`src/rtl/led_cmd_responder_pkg.sv`:
```
// Shared constants, state encoding and reply buffer type for the LED command responder.
`timescale 1ns/1ps
package led_cmd_pkg;

    localparam logic [7:0] CMD_L    = 8'h4C;
    localparam logic [7:0] CMD_R    = 8'h52;
    localparam logic [7:0] CMD_V    = 8'h56;
    localparam logic [7:0] ASCII_K  = 8'h4B;
    localparam logic [7:0] ASCII_Q  = 8'h3F;
    localparam logic [7:0] ASCII_CR = 8'h0D;
    localparam logic [7:0] ASCII_LF = 8'h0A;
    localparam logic [7:0] ASCII_0  = 8'h30;

    typedef enum logic [1:0] {
        IDLE  = 2'd0,
        ARG   = 2'd1,
        REPLY = 2'd2
    } state_t;

    // Element 0 is the first byte sent on the IN stream.
    typedef logic [3:0][7:0] reply_buf_t;

    function automatic logic [7:0] hex_ascii(input logic [3:0] nibble);
        if (nibble <= 4'd9) begin
            return 8'h30 + {4'h0, nibble};
        end
        return 8'h37 + {4'h0, nibble};
    endfunction

endpackage

```
`src/rtl/led_cmd_responder_if.sv`:
```
// CDC byte-stream pair: OUT carries host bytes in, IN carries reply bytes back.
// valid/ready: a byte transfers on a rising edge where both are high; once valid is
// raised the sender holds data and valid stable until the transfer happens.
`timescale 1ns/1ps
interface led_cmd_responder_if;
    logic [7:0] out_data_i;
    logic       out_valid_i;
    logic       out_ready_o;
    logic [7:0] in_data_o;
    logic       in_valid_o;
    logic       in_ready_i;

    modport master (
        output out_data_i,
        output out_valid_i,
        input  out_ready_o,
        input  in_data_o,
        input  in_valid_o,
        output in_ready_i
    );

    modport slave (
        input  out_data_i,
        input  out_valid_i,
        output out_ready_o,
        output in_data_o,
        output in_valid_o,
        input  in_ready_i
    );
endinterface

```
`src/rtl/led_cmd_responder_reply_tx.sv`:
```
// Parallel-load reply buffer that streams up to four bytes out on the IN handshake.
`timescale 1ns/1ps
module reply_tx
    import led_cmd_pkg::*;
(
    input  logic       clk_i,
    input  logic       rstn_i,
    input  logic       clear_i,
    input  logic       load_i,
    input  reply_buf_t load_data_i,
    input  logic [2:0] load_len_i,
    input  logic       in_ready_i,
    output logic [7:0] in_data_o,
    output logic       in_valid_o,
    output logic       done_o
);

    reply_buf_t rbuf_q;
    logic [2:0] remain_q;
    logic       valid_q;
    logic       consume;

    assign consume    = valid_q && in_ready_i;
    assign in_data_o  = rbuf_q[0];
    assign in_valid_o = valid_q;
    assign done_o     = consume && (remain_q == 3'd1);

    // Consumed bytes shift out so the next one lands on in_data_o at the same edge.
    always_ff @(posedge clk_i or negedge rstn_i) begin
        if (!rstn_i) begin
            rbuf_q   <= '0;
            remain_q <= 3'd0;
            valid_q  <= 1'b0;
        end else if (clear_i) begin
            rbuf_q   <= '0;
            remain_q <= 3'd0;
            valid_q  <= 1'b0;
        end else if (load_i) begin
            rbuf_q   <= load_data_i;
            remain_q <= load_len_i;
            valid_q  <= (load_len_i != 3'd0);
        end else if (consume) begin
            rbuf_q   <= rbuf_q >> 8;
            remain_q <= remain_q - 3'd1;
            valid_q  <= (remain_q != 3'd1);
        end
    end

endmodule

```
`src/rtl/led_cmd_responder.sv`:
```
// Parses single-letter host commands, drives the RGB LED enables and answers in ASCII.
`timescale 1ns/1ps
module led_cmd_responder
    import led_cmd_pkg::*;
#(
    parameter logic [7:0]  VERSION     = 8'h01,
    parameter logic [2:0]  LED_RESET   = 3'b000,
    parameter int unsigned ARG_TIMEOUT = 12_000_000
) (
    input  logic              clk_i,
    input  logic              rstn_i,
    input  logic              configured_i,
    led_cmd_responder_if.slave cdc,
    output logic [2:0]        led_o,
    output state_t            state_o
);

    localparam logic [23:0] TIMEOUT_LAST = 24'(ARG_TIMEOUT - 1);

    state_t      state_q;
    logic [23:0] cnt_q;
    logic [2:0]  led_q;
    logic        accept;
    logic [7:0]  rx;
    logic        is_digit;
    logic        timeout_hit;
    logic        tx_load;
    reply_buf_t  tx_data;
    logic [2:0]  tx_len;
    logic        tx_done;

    assign cdc.out_ready_o = configured_i && (state_q != REPLY);
    assign accept          = cdc.out_valid_i && cdc.out_ready_o;
    assign rx              = cdc.out_data_i;
    assign is_digit        = (rx[7:3] == 5'b00110);
    assign timeout_hit     = configured_i && (state_q == ARG) && !accept
                             && (cnt_q == TIMEOUT_LAST);
    assign led_o           = led_q;
    assign state_o         = state_q;

    // Reply selection must be combinational so the first byte is valid one edge after acceptance.
    always_comb begin
        tx_load = 1'b0;
        tx_len  = 3'd3;
        tx_data = {8'h00, ASCII_LF, ASCII_CR, ASCII_Q};
        case (state_q)
            IDLE: begin
                if (accept) begin
                    case (rx)
                        CMD_L, ASCII_CR, ASCII_LF: tx_load = 1'b0;
                        CMD_R: begin
                            tx_load    = 1'b1;
                            tx_data[0] = ASCII_0 + {5'd0, led_q};
                        end
                        CMD_V: begin
                            tx_load = 1'b1;
                            tx_len  = 3'd4;
                            tx_data = {ASCII_LF, ASCII_CR,
                                       hex_ascii(VERSION[3:0]), hex_ascii(VERSION[7:4])};
                        end
                        default: tx_load = 1'b1;
                    endcase
                end
            end
            ARG: begin
                if (accept) begin
                    tx_load = 1'b1;
                    if (is_digit) begin
                        tx_data[0] = ASCII_K;
                    end
                end else if (timeout_hit) begin
                    tx_load = 1'b1;
                end
            end
            default: tx_load = 1'b0;
        endcase
    end

    always_ff @(posedge clk_i or negedge rstn_i) begin
        if (!rstn_i) begin
            state_q <= IDLE;
            cnt_q   <= 24'd0;
            led_q   <= LED_RESET;
        end else if (!configured_i) begin
            state_q <= IDLE;
            cnt_q   <= 24'd0;
        end else begin
            case (state_q)
                IDLE: begin
                    if (accept) begin
                        if (rx == CMD_L) begin
                            state_q <= ARG;
                            cnt_q   <= 24'd0;
                        end else if (rx != ASCII_CR && rx != ASCII_LF) begin
                            state_q <= REPLY;
                        end
                    end
                end
                ARG: begin
                    if (accept) begin
                        if (is_digit) begin
                            led_q <= rx[2:0];
                        end
                        state_q <= REPLY;
                    end else if (cnt_q == TIMEOUT_LAST) begin
                        state_q <= REPLY;
                    end else begin
                        cnt_q <= cnt_q + 24'd1;
                    end
                end
                REPLY: begin
                    if (tx_done) begin
                        state_q <= IDLE;
                    end
                end
                default: state_q <= IDLE;
            endcase
        end
    end

    reply_tx u_reply_tx (
        .clk_i       (clk_i),
        .rstn_i      (rstn_i),
        .clear_i     (!configured_i),
        .load_i      (tx_load),
        .load_data_i (tx_data),
        .load_len_i  (tx_len),
        .in_ready_i  (cdc.in_ready_i),
        .in_data_o   (cdc.in_data_o),
        .in_valid_o  (cdc.in_valid_o),
        .done_o      (tx_done)
    );

endmodule

```
`src/flat_wrapper.sv`:
```
// flat-port wrapper written by rule: the top's interface ports become plain ports
module led_cmd_responder_flat import led_cmd_pkg::*;
#(
    parameter logic [7:0]  VERSION     = 8'h01,
    parameter logic [2:0]  LED_RESET   = 3'b000,
    parameter int unsigned ARG_TIMEOUT = 12_000_000
)
  (clk_i, rstn_i, configured_i, led_o, state_o, cdc_out_data_i, cdc_out_valid_i, cdc_out_ready_o, cdc_in_data_o, cdc_in_valid_o, cdc_in_ready_i);
  led_cmd_responder_if cdc_i ();
  input  logic clk_i;
  input  logic rstn_i;
  input  logic configured_i;
  output logic [2:0] led_o;
  output state_t state_o;
  input wire logic [$bits(cdc_i.out_data_i)-1:0] cdc_out_data_i;
  input wire logic [$bits(cdc_i.out_valid_i)-1:0] cdc_out_valid_i;
  output wire logic [$bits(cdc_i.out_ready_o)-1:0] cdc_out_ready_o;
  output wire logic [$bits(cdc_i.in_data_o)-1:0] cdc_in_data_o;
  output wire logic [$bits(cdc_i.in_valid_o)-1:0] cdc_in_valid_o;
  input wire logic [$bits(cdc_i.in_ready_i)-1:0] cdc_in_ready_i;
  assign cdc_i.out_data_i = cdc_out_data_i;
  assign cdc_i.out_valid_i = cdc_out_valid_i;
  assign cdc_out_ready_o = cdc_i.out_ready_o;
  assign cdc_in_data_o = cdc_i.in_data_o;
  assign cdc_in_valid_o = cdc_i.in_valid_o;
  assign cdc_i.in_ready_i = cdc_in_ready_i;
  led_cmd_responder #(.VERSION(VERSION), .LED_RESET(LED_RESET), .ARG_TIMEOUT(ARG_TIMEOUT)) u_core (.clk_i(clk_i), .rstn_i(rstn_i), .configured_i(configured_i), .cdc(cdc_i), .led_o(led_o), .state_o(state_o));
endmodule
```
`config.mk`:
```
export PLATFORM = sky130hd
export DESIGN_NAME = led_cmd_responder_flat
export DESIGN_NICKNAME = d
export VERILOG_FILES = /design/src/rtl/led_cmd_responder_pkg.sv /design/src/rtl/led_cmd_responder_if.sv /design/src/rtl/led_cmd_responder_reply_tx.sv /design/src/rtl/led_cmd_responder.sv /design/src/flat_wrapper.sv
export SDC_FILE = /design/constraint.sdc
export NUM_CORES = 1
export LEC_CHECK = 0
export CAP_MARGIN = 15
export CORE_MARGIN = 3
export CORE_UTILIZATION = 45
export CTS_CLUSTER_SIZE = 12
export DETAILED_ROUTE_END_ITERATION = 16
export DONT_BUFFER_PORTS = 1
export GPL_ROUTABILITY_DRIVEN = 0
export MAX_ROUTING_LAYER = met4
export PLACE_DENSITY = 0.73
export SLEW_MARGIN = 20
export SYNTH_ARGS = -nofsm -noshare
export SYNTH_HDL_FRONTEND = slang
export SYNTH_SLANG_ARGS = --single-unit
```
`constraint.sdc`:
```
create_clock -name clk_i -period 2.1 [get_ports clk_i]
set_input_delay 0.21 -clock clk_i [delete_from_list [all_inputs] [get_ports clk_i]]
set_output_delay 0.21 -clock clk_i [all_outputs]
set_load 0.005 [all_outputs]
```
==> out/metrics.cfg <==
[drt]
drtAntennaViolNets = 0
num_vias = 2001
wl_um = 5481
drt_pre_antenna_iters = 4
drc = 0
drtIter0Drc = 105
drt-vias-per-instance = 5.767
wl_per_cell_um = 15.80

[timing]
worstMarginPinSlew_ns = 0.5423
finalHoldViolations = 0
slew_headroom_pct = 63.73
finalCritPeriodShare_pct = 94.88
finClkSkew_ns = 0.01061
fin_tns_setup_ns = 0
min_period_ns = 1.992
final-setup-viol-count = 0
finalMaxSlewViolations = 0
max_freq_ghz = 0.5019
grt_setup_unrepaired = false

[synth]
netlist_instances = 270
synth_nets = 286
synth.most_common_cell = dfrtp_1
synth_flop_cell = dfrtp_1
synth.avg_cell_area_um2 = 9.718
async_reset_ff_share_pct = 100.0
synth-edff-count = 0
synth_area_mm2 = 0.002624
yosys.area.top_type = dfrtp_1
ys_warn_count = 0
synth_area_leaders = dfrtp_1 (42%), xnor2_1 (5.3%), nand2_1 (5.0%), nor2_1 (4.1%), a2111oi_2 (2.9%)
yosysSeqAreaShare_pct = 41.96
ys_types = 57
synth_commonest_cells = dfrtp_1 (44), nand2_1 (35), nor2_1 (29)
synth_top_area_share_pct = 41.96
synth_seq_cells = 44

[cells_and_area]
nets = 291
fin_area_mm2 = 0.002836
antenna_cells = 0
drive_above_1_share_pct = 16.36
syn2layout_area_growth_pct = 8.107

[clock_tree]
cts_sinks = 44
worstSkewPairLatency_ns = 0.30
htree_num_levels = 2
path_clk_slew_ns = 0.08
cts_buffer_depth = 2
numCtsBuffers = 5
cts_tree = done
cts_root_buf = clkbuf_8

[global_routing]
antenna_found_initial = 0
grt_pass1_wl_um = 9432
global_route.overflow_total = 0
grt_usage_pct = 18.76
grt_max_degree = 45
grt_pass1_vias = 1842

[floorplanning]
dieArea_mm2 = 0.006783
fp.coreArea_mm2 = 0.005574
ios = 28
start_util_pct = 47.07
die_y_um = 82.36
die_w_um = 82.36
num_rows = 27

[setup_path]
path_buf_inv = 1
cp.required_ns = 2.29
max_stage_delay_ns = 0.37
critPathMaxFanout = 15
crit_family = compound AO/OA/AOI/OAI gates
cpMaxStageDelayCell = nor4_1
critical_path_class = register to register
cp_cell_sequence = ha_1 > inv_1 > nor4_1 > a31o_4 > a31oi_2 > a22o_1
cp-start-kind = register
crit_arrival_ns = 2.19
end_kind = register

[power]
p_per_area_mw_per_mm2 = 548.5
power_leakage_nw = 1.132
ir_drop_mv = 0.2639

[run_status]
status = complete, no violations

[flow_run]
maxCapViolCount = 0

[worst_hold_path]
hold_path_class = primary input to register

[place]
hpwl_um = 4017
dpl_cell_area_mm2 = 0.002700
io_buffers = 0

-- kinds of logic after synthesis --
group	count (synthesis)	share of synthesized area [%]
other cells	1	0.1429
mux	4	1.717
fa+ha+maj	3	1.431
simple gates	111	22.89
compound gates	58	19.46
flops	44	41.96
xor+xnor	18	6.009
buf+inv	31	6.390
-- path summary, 6_finish.rpt --
path	startpoint	endpoint	slack [ns]	cells after the start
max in group asynchronous	rstn_i	u_core.cnt_q[8]$_DFFE_PN0P_	1.48	2
hold / removal	configured_i	u_core.cnt_q[0]$_DFFE_PN0P_	0.04	1
min in group asynchronous	rstn_i	u_core.cnt_q[20]$_DFFE_PN0P_	0.41	2
setup reg to reg	u_core.cnt_q[0]$_DFFE_PN0P_	u_core.u_reply_tx.rbuf_q[8]$_DFFE_PN0P_	0.11	6
setup / recovery	u_core.cnt_q[0]$_DFFE_PN0P_	u_core.u_reply_tx.rbuf_q[8]$_DFFE_PN0P_	0.11	6
hold reg to reg	u_core.u_reply_tx.rbuf_q[11]$_DFFE_PN0P_	u_core.u_reply_tx.rbuf_q[11]$_DFFE_PN0P_	0.50	2
-- flip-flops by register name (all words and copies together) (netlist names) --
signal                        count
u_core.state_o                    2
u_core.u_reply_tx.remain_q        3
u_core.u_reply_tx.in_valid_o      1
u_core.led_o                      3
u_core.cnt_q                     24
u_core.u_reply_tx.rbuf_q          5
u_core.u_reply_tx.in_data_o       6
-- through the flow --
step	worst slack (ns)	power [mW]	cells	hold WS [ns]	util (%)
finish	0.1076	1.556	347	0.03894	50.89
global route	0.006516	1.637	347	0.03001	50.89
CTS	0.09771	1.576	347	0.03566	50.66
detailed placement	-0.006245	1.040	338	-0.08376	48.44
global placement	0.08046	1.037	338	-0.08363	48.44
floorplan	0.08314	1.031	270	-0.08559	-
-- area by class of cell --
class,count,area [um^2]
flip-flops and latches,44,1101
fillers,489,2738
repair buffers,16,142.6
inverters,13,48.80
clock inverters,2,12.51
clock buffers,5,68.82
well taps,72,90.09
multi-input cells,195,1373
-- timing repair --
action | 4_1_cts | 5_1_grt
hold endpoints to repair | 44 | 0
pin swaps | 0 | 0
setup buffers | 0 | 0
setup endpoints to repair | 2 | 1
resized for setup | 1 | 1
hold buffers | 2 | 0
-- power breakdown --
part / leakage (nW) / internal, mW / switching (mW) / total [mW]
registers: 0.605 / 0.872 / 0.0229 / 0.895
logic: 0.488 / 0.0569 / 0.0947 / 0.152
clock network: 0.0400 / 0.225 / 0.284 / 0.509
-- routing by layer --
layer / part of all wire (%) / global-route usage [%]
met5: 0 / -
met4: 1.0 / 4.983
met3: 5.7 / 4.881
met2: 45 / 26.36
met1: 48 / 26.74
-- cell usage in the layout, fill, tap and decap left out, types with 2 or more instances in the layout --
cell type	Yosys	layout
dfrtp_1	44	44
a21oi_1	6	6
nand4_1	6	6
xor2_1	2	2
nor2_1	29	29
a2111oi_4	1	2
a211oi_1	10	10
nand2_1	35	35
o21ai_0	4	4
a32o_1	2	2
mux2_2	3	3
a22o_1	4	4
a2111oi_2	5	4
nand3_1	12	11
o21ai_1	6	6
nor4_2	2	2
a21boi_1	4	4
ha_1	3	3
a21boi_0	2	2
nand4bb_1	2	2
a21o_1	3	3
and3_1	5	5
nand3_2	1	2
clkbuf_8	0	5
nor4b_1	3	3
inv_1	13	13
and2_1	3	3
buf_4	8	14
xnor2_1	16	16
(Power assumes the default switching activity.)
